==> src/rtl/sub_16b_seq.sv <==
// Multi-cycle subtractor: D = A - B - Bin, one DIGIT-bit slice per clock, LSB slice first.
// Optional add mode (D = A + B + Cin) is enabled by defining SUB_16B_SEQ_ADD_MODE_EN.
module sub_16b_seq #(
  parameter int WIDTH = 16,
  parameter int DIGIT = 4
) (
  input  logic             i_clk,
  input  logic             i_rst_n,
  input  logic             i_start,
  input  logic [WIDTH-1:0] i_a,
  input  logic [WIDTH-1:0] i_b,
  input  logic             i_bin,
`ifdef SUB_16B_SEQ_ADD_MODE_EN
  input  logic             i_add,
`endif
  output logic             o_busy,
  output logic             o_done,
  output logic [WIDTH-1:0] o_d,
  output logic             o_bout,
  output logic             o_ovf,
  output logic             o_zero
);

  localparam int N  = WIDTH / DIGIT;
  localparam int CW = (N > 1) ? $clog2(N) : 1;

  typedef enum logic [1:0] {S_IDLE, S_BUSY, S_DONE} state_t;

  state_t           r_state;
  state_t           w_next;
  logic [CW-1:0]    r_cnt;
  logic [WIDTH-1:0] r_a;
  logic [WIDTH-1:0] r_b;
  logic [WIDTH-1:0] r_res;
  logic             r_borrow;
  logic             r_a_msb;
  logic             r_b_msb;
  logic [WIDTH-1:0] r_d;
  logic             r_bout;
  logic             r_ovf;
  logic             r_zero;

  logic             w_add;
  logic             w_last;
  logic [DIGIT:0]   w_slice_ext;
  logic [WIDTH-1:0] w_result;
  logic             w_ovf;

`ifdef SUB_16B_SEQ_ADD_MODE_EN
  logic r_add;
  assign w_add = r_add;
`else
  assign w_add = 1'b0;
`endif

  assign w_last = (r_cnt == CW'(N - 1));

  // NOTE: always_comb assigns every output a default first so no path can infer a latch.
  always_comb begin
    w_next = r_state;
    case (r_state)
      S_IDLE:  if (i_start) w_next = S_BUSY;
      S_BUSY:  if (w_last)  w_next = S_DONE;
      S_DONE:  w_next = S_IDLE;
      default: w_next = S_IDLE;
    endcase
  end

  // NOTE: sequential state uses non-blocking assignments so all registers update from pre-edge values.
  always_ff @(posedge i_clk) begin
    if (!i_rst_n) r_state <= S_IDLE;
    else          r_state <= w_next;
  end

  // Carry-out of the DIGIT+1-bit sum, or borrow as the sign of the DIGIT+1-bit difference.
  always_comb begin
    w_slice_ext = '0;
    if (w_add)
      w_slice_ext = {1'b0, r_a[DIGIT-1:0]} + {1'b0, r_b[DIGIT-1:0]} + {{DIGIT{1'b0}}, r_borrow};
    else
      w_slice_ext = {1'b0, r_a[DIGIT-1:0]} - {1'b0, r_b[DIGIT-1:0]} - {{DIGIT{1'b0}}, r_borrow};
  end

  assign w_result = {w_slice_ext[DIGIT-1:0], r_res[WIDTH-1:DIGIT]};

  always_comb begin
    w_ovf = 1'b0;
    if (w_add) w_ovf = (r_a_msb == r_b_msb) && (w_result[WIDTH-1] != r_a_msb);
    else       w_ovf = (r_a_msb != r_b_msb) && (w_result[WIDTH-1] != r_a_msb);
  end

  always_ff @(posedge i_clk) begin
    if (!i_rst_n) begin
      r_cnt    <= '0;
      r_a      <= '0;
      r_b      <= '0;
      r_res    <= '0;
      r_borrow <= 1'b0;
      r_a_msb  <= 1'b0;
      r_b_msb  <= 1'b0;
      r_d      <= '0;
      r_bout   <= 1'b0;
      r_ovf    <= 1'b0;
      r_zero   <= 1'b0;
`ifdef SUB_16B_SEQ_ADD_MODE_EN
      r_add    <= 1'b0;
`endif
    end else begin
      case (r_state)
        S_IDLE: begin
          if (i_start) begin
            r_a      <= i_a;
            r_b      <= i_b;
            r_borrow <= i_bin;
            r_a_msb  <= i_a[WIDTH-1];
            r_b_msb  <= i_b[WIDTH-1];
            r_cnt    <= '0;
`ifdef SUB_16B_SEQ_ADD_MODE_EN
            r_add    <= i_add;
`endif
          end
        end
        S_BUSY: begin
          r_a      <= r_a >> DIGIT;
          r_b      <= r_b >> DIGIT;
          r_res    <= w_result;
          r_borrow <= w_slice_ext[DIGIT];
          r_cnt    <= r_cnt + 1'b1;
          // Visible results change only here, so partial sums are never exposed.
          if (w_last) begin
            r_d    <= w_result;
            r_bout <= w_slice_ext[DIGIT];
            r_ovf  <= w_ovf;
            r_zero <= (w_result == '0);
          end
        end
        default: ;
      endcase
    end
  end

  assign o_busy = (r_state != S_IDLE);
  assign o_done = (r_state == S_DONE);
  assign o_d    = r_d;
  assign o_bout = r_bout;
  assign o_ovf  = r_ovf;
  assign o_zero = r_zero;

endmodule

==> config.mk <==
export PLATFORM = sky130hd
export DESIGN_NAME = sub_16b_seq
export DESIGN_NICKNAME = d
export VERILOG_FILES = /design/src/rtl/sub_16b_seq.sv
export SDC_FILE = /design/constraint.sdc
export NUM_CORES = 1
export LEC_CHECK = 0
export ABC_AREA = 1
export BUFFER_PORTS_ARGS = -buffer_cell sky130_fd_sc_hd__buf_2
export CORE_MARGIN = 1
export CORE_UTILIZATION = 45
export CTS_BUF_LIST = sky130_fd_sc_hd__clkbuf_8
export DETAILED_ROUTE_END_ITERATION = 10
export HOLD_SLACK_MARGIN = 0.06
export PLACE_DENSITY = 0.77
export SKIP_LAST_GASP = 1
export SLEW_MARGIN = 20
export SYNTH_ARGS = -nofsm -noshare
export SYNTH_HDL_FRONTEND = slang
export SYNTH_SLANG_ARGS = --single-unit
==> constraint.sdc <==
create_clock -name i_clk -period 2 [get_ports i_clk]
set_clock_uncertainty 0.2 [all_clocks]
set_input_delay 0.2 -clock i_clk [delete_from_list [all_inputs] [get_ports i_clk]]
set_output_delay 0.2 -clock i_clk [all_outputs]
set_load 0.05 [all_outputs]
**After elaboration in Yosys (flattened, before gate mapping)**

Index checks and enable logic that the tools add are counted.

- Reductions and logical operators: 9
- Equal/unequal tests: 7
- Mux-type cells: 11
- Add/subtract/negate cells: 3

Operator list:

| operator | count |
|---|---|
| $pmux W16 S2 | 2 |
| $mux W16 | 2 |
| $logic_not A16 Y1 | 1 |
| $pmux W2 S2 | 2 |
| $reduce_and A2 Y1 | 4 |
| $mux W2 | 3 |
| $sub A4 B4 Y5 | 1 |
| $sub A5 B1 Y5 | 1 |
| $eq A2 B2 Y1 const B | 2 |
| $ne A2 B2 Y1 const B | 2 |
| $reduce_bool A2 Y1 | 2 |
| $add A2 B1 Y2 const B | 1 |
| $eq A2 B1 Y1 const B | 1 |
| $logic_not A2 Y1 | 1 |
| $ne A1 B1 Y1 | 2 |
| $pmux W1 S2 | 1 |
| $logic_and A1 B1 Y1 | 1 |
| $mux W1 | 1 |

- Input bits: 36
- Register bits after elaboration: 74
- Output and inout bits: 21

**Longest topological paths before layout**

- Word-level depth: 4
- Mapped depth: 11

**Least setup slack after synthesis**

Ideal clock, no wire load.

- Path type: register -> register
- Start point: reg r_a[0]
- End point: reg r_res[15]
- Cell stages (with the launch flop): 10
- Slack: -0.011 ns
- Setup time: 0.116 ns
- Data arrival time: 1.695 ns
- Cell sequence: dfxtp_1 -> fa_1 -> inv_1 -> ha_1 -> o21ai_0 -> nand3_1 -> nand2_1 -> nand2_1 -> o211ai_1 -> inv_1

- Cells in the longest elaborated chain, start to end: 2

Ends and longest elaborated chain:

| element | line | RTL |
|---|---|---|
| start: declaration | 32 | `logic [WIDTH-1:0] r_a;` |
| start signal: assignment | 112 | `r_a <= i_a;` |
| start signal: assignment | 124 | `r_a <= r_a >> DIGIT;` |
| $sub A4 B4 Y5 | 81 | `w_slice_ext = {1'b0, r_a[DIGIT-1:0]} - {1'b0, r_b[DIGIT-1:0]} - {{DIGIT{1'b0}}, r_borrow};` |
| $sub A5 B1 Y5 | 81 |  |
| end signal: assignment | 126 | `r_res <= w_result;` |
| end: declaration | 34 | `logic [WIDTH-1:0] r_res;` |

Every way passes these cells.
A chain may end at the register's enable or synchronous reset.

**Final worst setup path**

- Start point: reg r_borrow
- End point: reg r_zero, in the netlist o_zero

- Cells in the longest elaborated chain, start to end: 2

Ends and longest elaborated chain:

| element | line | RTL |
|---|---|---|
| start: declaration | 35 | `logic r_borrow;` |
| start signal: assignment | 114 | `r_borrow <= i_bin;` |
| start signal: assignment | 127 | `r_borrow <= w_slice_ext[DIGIT];` |
| $sub A5 B1 Y5 | 81 |  |
| $logic_not A16 Y1 | 134 | `r_zero <= (w_result == '0);` |
| end signal: assignment | 134 |  |
| end: declaration | 41 | `logic r_zero;` |

Every way passes these cells.

==> results.py <==
metrics = {
    "run_status": {
        "status": "complete, but fails checks",
        "violations": "setup timing",
    },
    "clocking": {
        "cts_tree": "yes",
        "cts.sinks": 70,
        "cts_root_buf": "clkbuf_8",
        "clockBufferDepth": 2,
        "clkTransAtPathRegs_ns": 0.08,
        "htreeDepth": 3,
        "post_cts_buffers": 0,
        "cts_buffers": 9,
        "clock_latency_ns": 0.35,
    },
    "logic_synthesis": {
        "syn_avg_cell_area_um2": 7.510,
        "synth_area_mm2": 0.003094,
        "synthTopCellsByCount": "nand2_1 (104), dfxtp_1 (70), a21oi_1 (54), inv_1 (42), o21ai_0 (29)",
        "synth_edf_count": 0,
        "async_flop_share_pct": 0,
        "netlist_top_cells_area": "dfxtp_1 (45%), nand2_1 (13%), a21oi_1 (8.7%)",
        "synth_fp_nets": 457,
        "synth_top_cell_by_area": "dfxtp_1",
        "synth.distinct_cells": 26,
        "yosysWarnings": 0,
        "yosysTopAreaCellShare_pct": 45.29,
        "yosysMostFrequentCell": "nand2_1",
        "seq_area_frac_synth_pct": 45.29,
        "yosys_most_used_dff": "dfxtp_1",
        "ys_seq_elements": 70,
        "synth_cells": 412,
    },
    "final_layout": {
        "multi_input_area_mm2": 0.001445,
        "layout-drive-gt1-share_pct": 23.67,
        "regArea_mm2": 0.001406,
        "nets": 547,
        "finalNonFillerCells": 584,
        "antenna_cells": 0,
        "n_fill_cell": 538,
        "areaGrowthSynthToFinish_pct": 30.81,
        "postLayoutCellArea_mm2": 0.004048,
    },
    "timing": {
        "drv_slew": 0,
        "tightest_slew_ns": 0.3039,
        "final.period_utilization_pct": 102.1,
        "hold_viol": 0,
        "fmax_mhz": 489.7,
        "slew_headroom_pct": 79.67,
        "setup_viol": 4,
        "period_minus_slack_ns": 2.042,
        "rsz0062_at_grt": "true",
        "setup_slack_ns": -0.04187,
    },
    "route": {
        "met3_length_um": 311,
        "wl_met2_um": 3847,
        "wl_met1_um": 3224,
        "firstDrtPassIters": 7,
        "drc_errors": 0,
        "post_drt_wl_per_cell_um": 12.98,
        "wl_um": 7578,
        "avgViaCountPerCell": 5.079,
        "top_layer_used": "met4",
        "vias": 2966,
        "drt_iter0_markers": 201,
        "ant_nets": 0,
    },
    "setup_path": {
        "cpPeakStageDelay_ns": 0.58,
        "startpoint_type": "flop",
        "required_ns": 2.08,
        "critPathCaptureType": "flop",
        "cp_top_family": "adder cells",
        "cp_cell_sequence": "inv_2 -> fa_2 -> ha_4 -> nand2_2 -> nand2_2 -> nor2_2 -> nand2_1 -> nor2_2 -> nand2_1 -> a21oi_1",
        "crit_slowest_cell": "fa_2",
        "worstPathArrival_ns": 2.12,
        "crit_buf_inv": 1,
        "worstSetupPathType": "reg -> reg",
        "crit_fanout": 2,
    },
    "grt": {
        "antenna_found_initial": 0,
        "grt_pass1_wl_um": 12800,
        "grt_overflow": 0,
        "track_usage_pct": 22.57,
        "grt_pass1_vias": 2888,
        "grt_max_degree": 40,
    },
    "die": {
        "start_util_pct": 47.64,
        "fp-row-count": 29,
        "die-area_mm2": 0.007211,
        "ios": 57,
        "die_h_um": 84.92,
        "die_w_um": 84.92,
        "coreArea_mm2": 0.006495,
    },
    "placed_design": {
        "dp_cells": 534,
        "dp_hpwl_um": 4885,
        "port_buffers": 56,
        "place_area_mm2": 0.003428,
        "preCtsSetupSlack_ns": -0.1145,
        "finalWeightedCongestion": 0.8750,
    },
    "power_and_ir_drop": {
        "p_total_w": 0.003406,
        "leakagePower_nw": 1.843,
        "ir_worst_vdd_v": 0.0003950,
        "cellPowerDensity_mw_per_mm2": 841.5,
    },
    "min_path": {
        "hp-class": "in -> reg",
    },
    "flow_run": {
        "maxCapViolCount": 0,
    },
}
per-layer routing:
layer / global-route usage (%) / vias to the layer above
met5: 0 / -
met4: 10.17 / 0
met3: 4.864 / 17
met2: 40.35 / 79
met1: 25.89 / 1365
li1: - / 1505
through the flow:
step / hold slack (ns) / TNS, ns / utilization (%)
2_1_floorplan: 0.1474 / 0 / -
3_3_place_gp: 0.2334 / 0 / 52.78
3_5_place_dp: 0.2428 / -0.3669 / 52.78
4_1_cts: 0.07786 / -0.03145 / 61.28
5_1_grt: 0.1497 / -0.6408 / 62.32
6_report: 0.1129 / -0.1251 / 62.32
cells by family (layout without fill, tap and decap cells):
group,after synthesis,in the layout,synth area share (%)
buffers and inverters,69,164,10.23
AND/OR/NAND/NOR,143,143,19.41
flip-flops,70,70,45.29
adder cells (fa/ha/maj),9,9,4.124
XOR/XNOR,1,1,0.2831
AO/OA/AOI/OAI,120,120,20.66
where the power goes:
group | internal, W | switching, W | total (W)
combinational | 0.000309 | 0.000423 | 0.000732
sequential | 0.00149 | 0.0000496 | 0.00154
clock | 0.000576 | 0.000559 | 0.00114
total | 0.00238 | 0.00103 | 0.00341
state kept, by name, summed over array words and instances, names as in the netlist, 2 cells and up:
signal   cells
r_cnt        2
r_b         16
r_a         16
r_res       12
o_d         16
r_state      2
placed cells by master, fill, tap and decap left out, drive strengths merged:
| cell | count |
|---|---|
| a211oi | 1 |
| a21oi | 54 |
| a31oi | 1 |
| buf | 66 |
| bufinv | 1 |
| clkbuf | 10 |
| clkinv | 3 |
| clkinvlp | 3 |
| dfxtp | 70 |
| dlygate4sd3 | 34 |
| fa | 2 |
| ha | 7 |
| inv | 47 |
| nand2 | 104 |
| nand3 | 13 |
| nor2 | 25 |
| o211ai | 2 |
| o21a | 3 |
| o21ai | 59 |
| or2 | 1 |
| xor2 | 1 |
worst reg2reg max path, cell delays in order (launching register included):
cell and delay (ns):
dfxtp_2 0.34, inv_2 0.04, fa_2 0.58, ha_4 0.22
nand2_2 0.08, nand2_2 0.05, nor2_2 0.11, nand2_1 0.07
nor2_2 0.10, nand2_1 0.06, a21oi_1 0.13
cell type report:
| cell class | count | area share, % |
|---|---|---|
| multi-input combinational | 273 | 35.70 |
| clock inverter | 7 | 1.855 |
| inverter | 47 | 4.420 |
| sequential | 70 | 34.75 |
| timing repair buffer | 101 | 17.84 |
| clock buffer | 9 | 3.060 |
| tap | 77 | 2.380 |
final timing paths:
check	endpoint	slack [ns]	startpoint	cells past startpoint
worst max-delay path	o_zero$_SDFFE_PN0P_	-0.04	r_borrow$_SDFFE_PN0P_	10
worst min-delay path	r_a[2]$_SDFFE_PN0P_	0.11	i_a[2]	5
worst min register to register	r_a[7]$_SDFFE_PN0P_	0.25	r_a[7]$_SDFFE_PN0P_	2
worst max register to register	o_zero$_SDFFE_PN0P_	-0.04	r_borrow$_SDFFE_PN0P_	10
timing repair:
item                                    4_1_cts  5_1_grt
gates resized for setup                       7       20
endpoints found under the setup margin        4        8
hold buffers                                 34        0
endpoints found under the hold margin        34        0
pin swaps                                     2       11
Power figures use the tool's default switching activity.
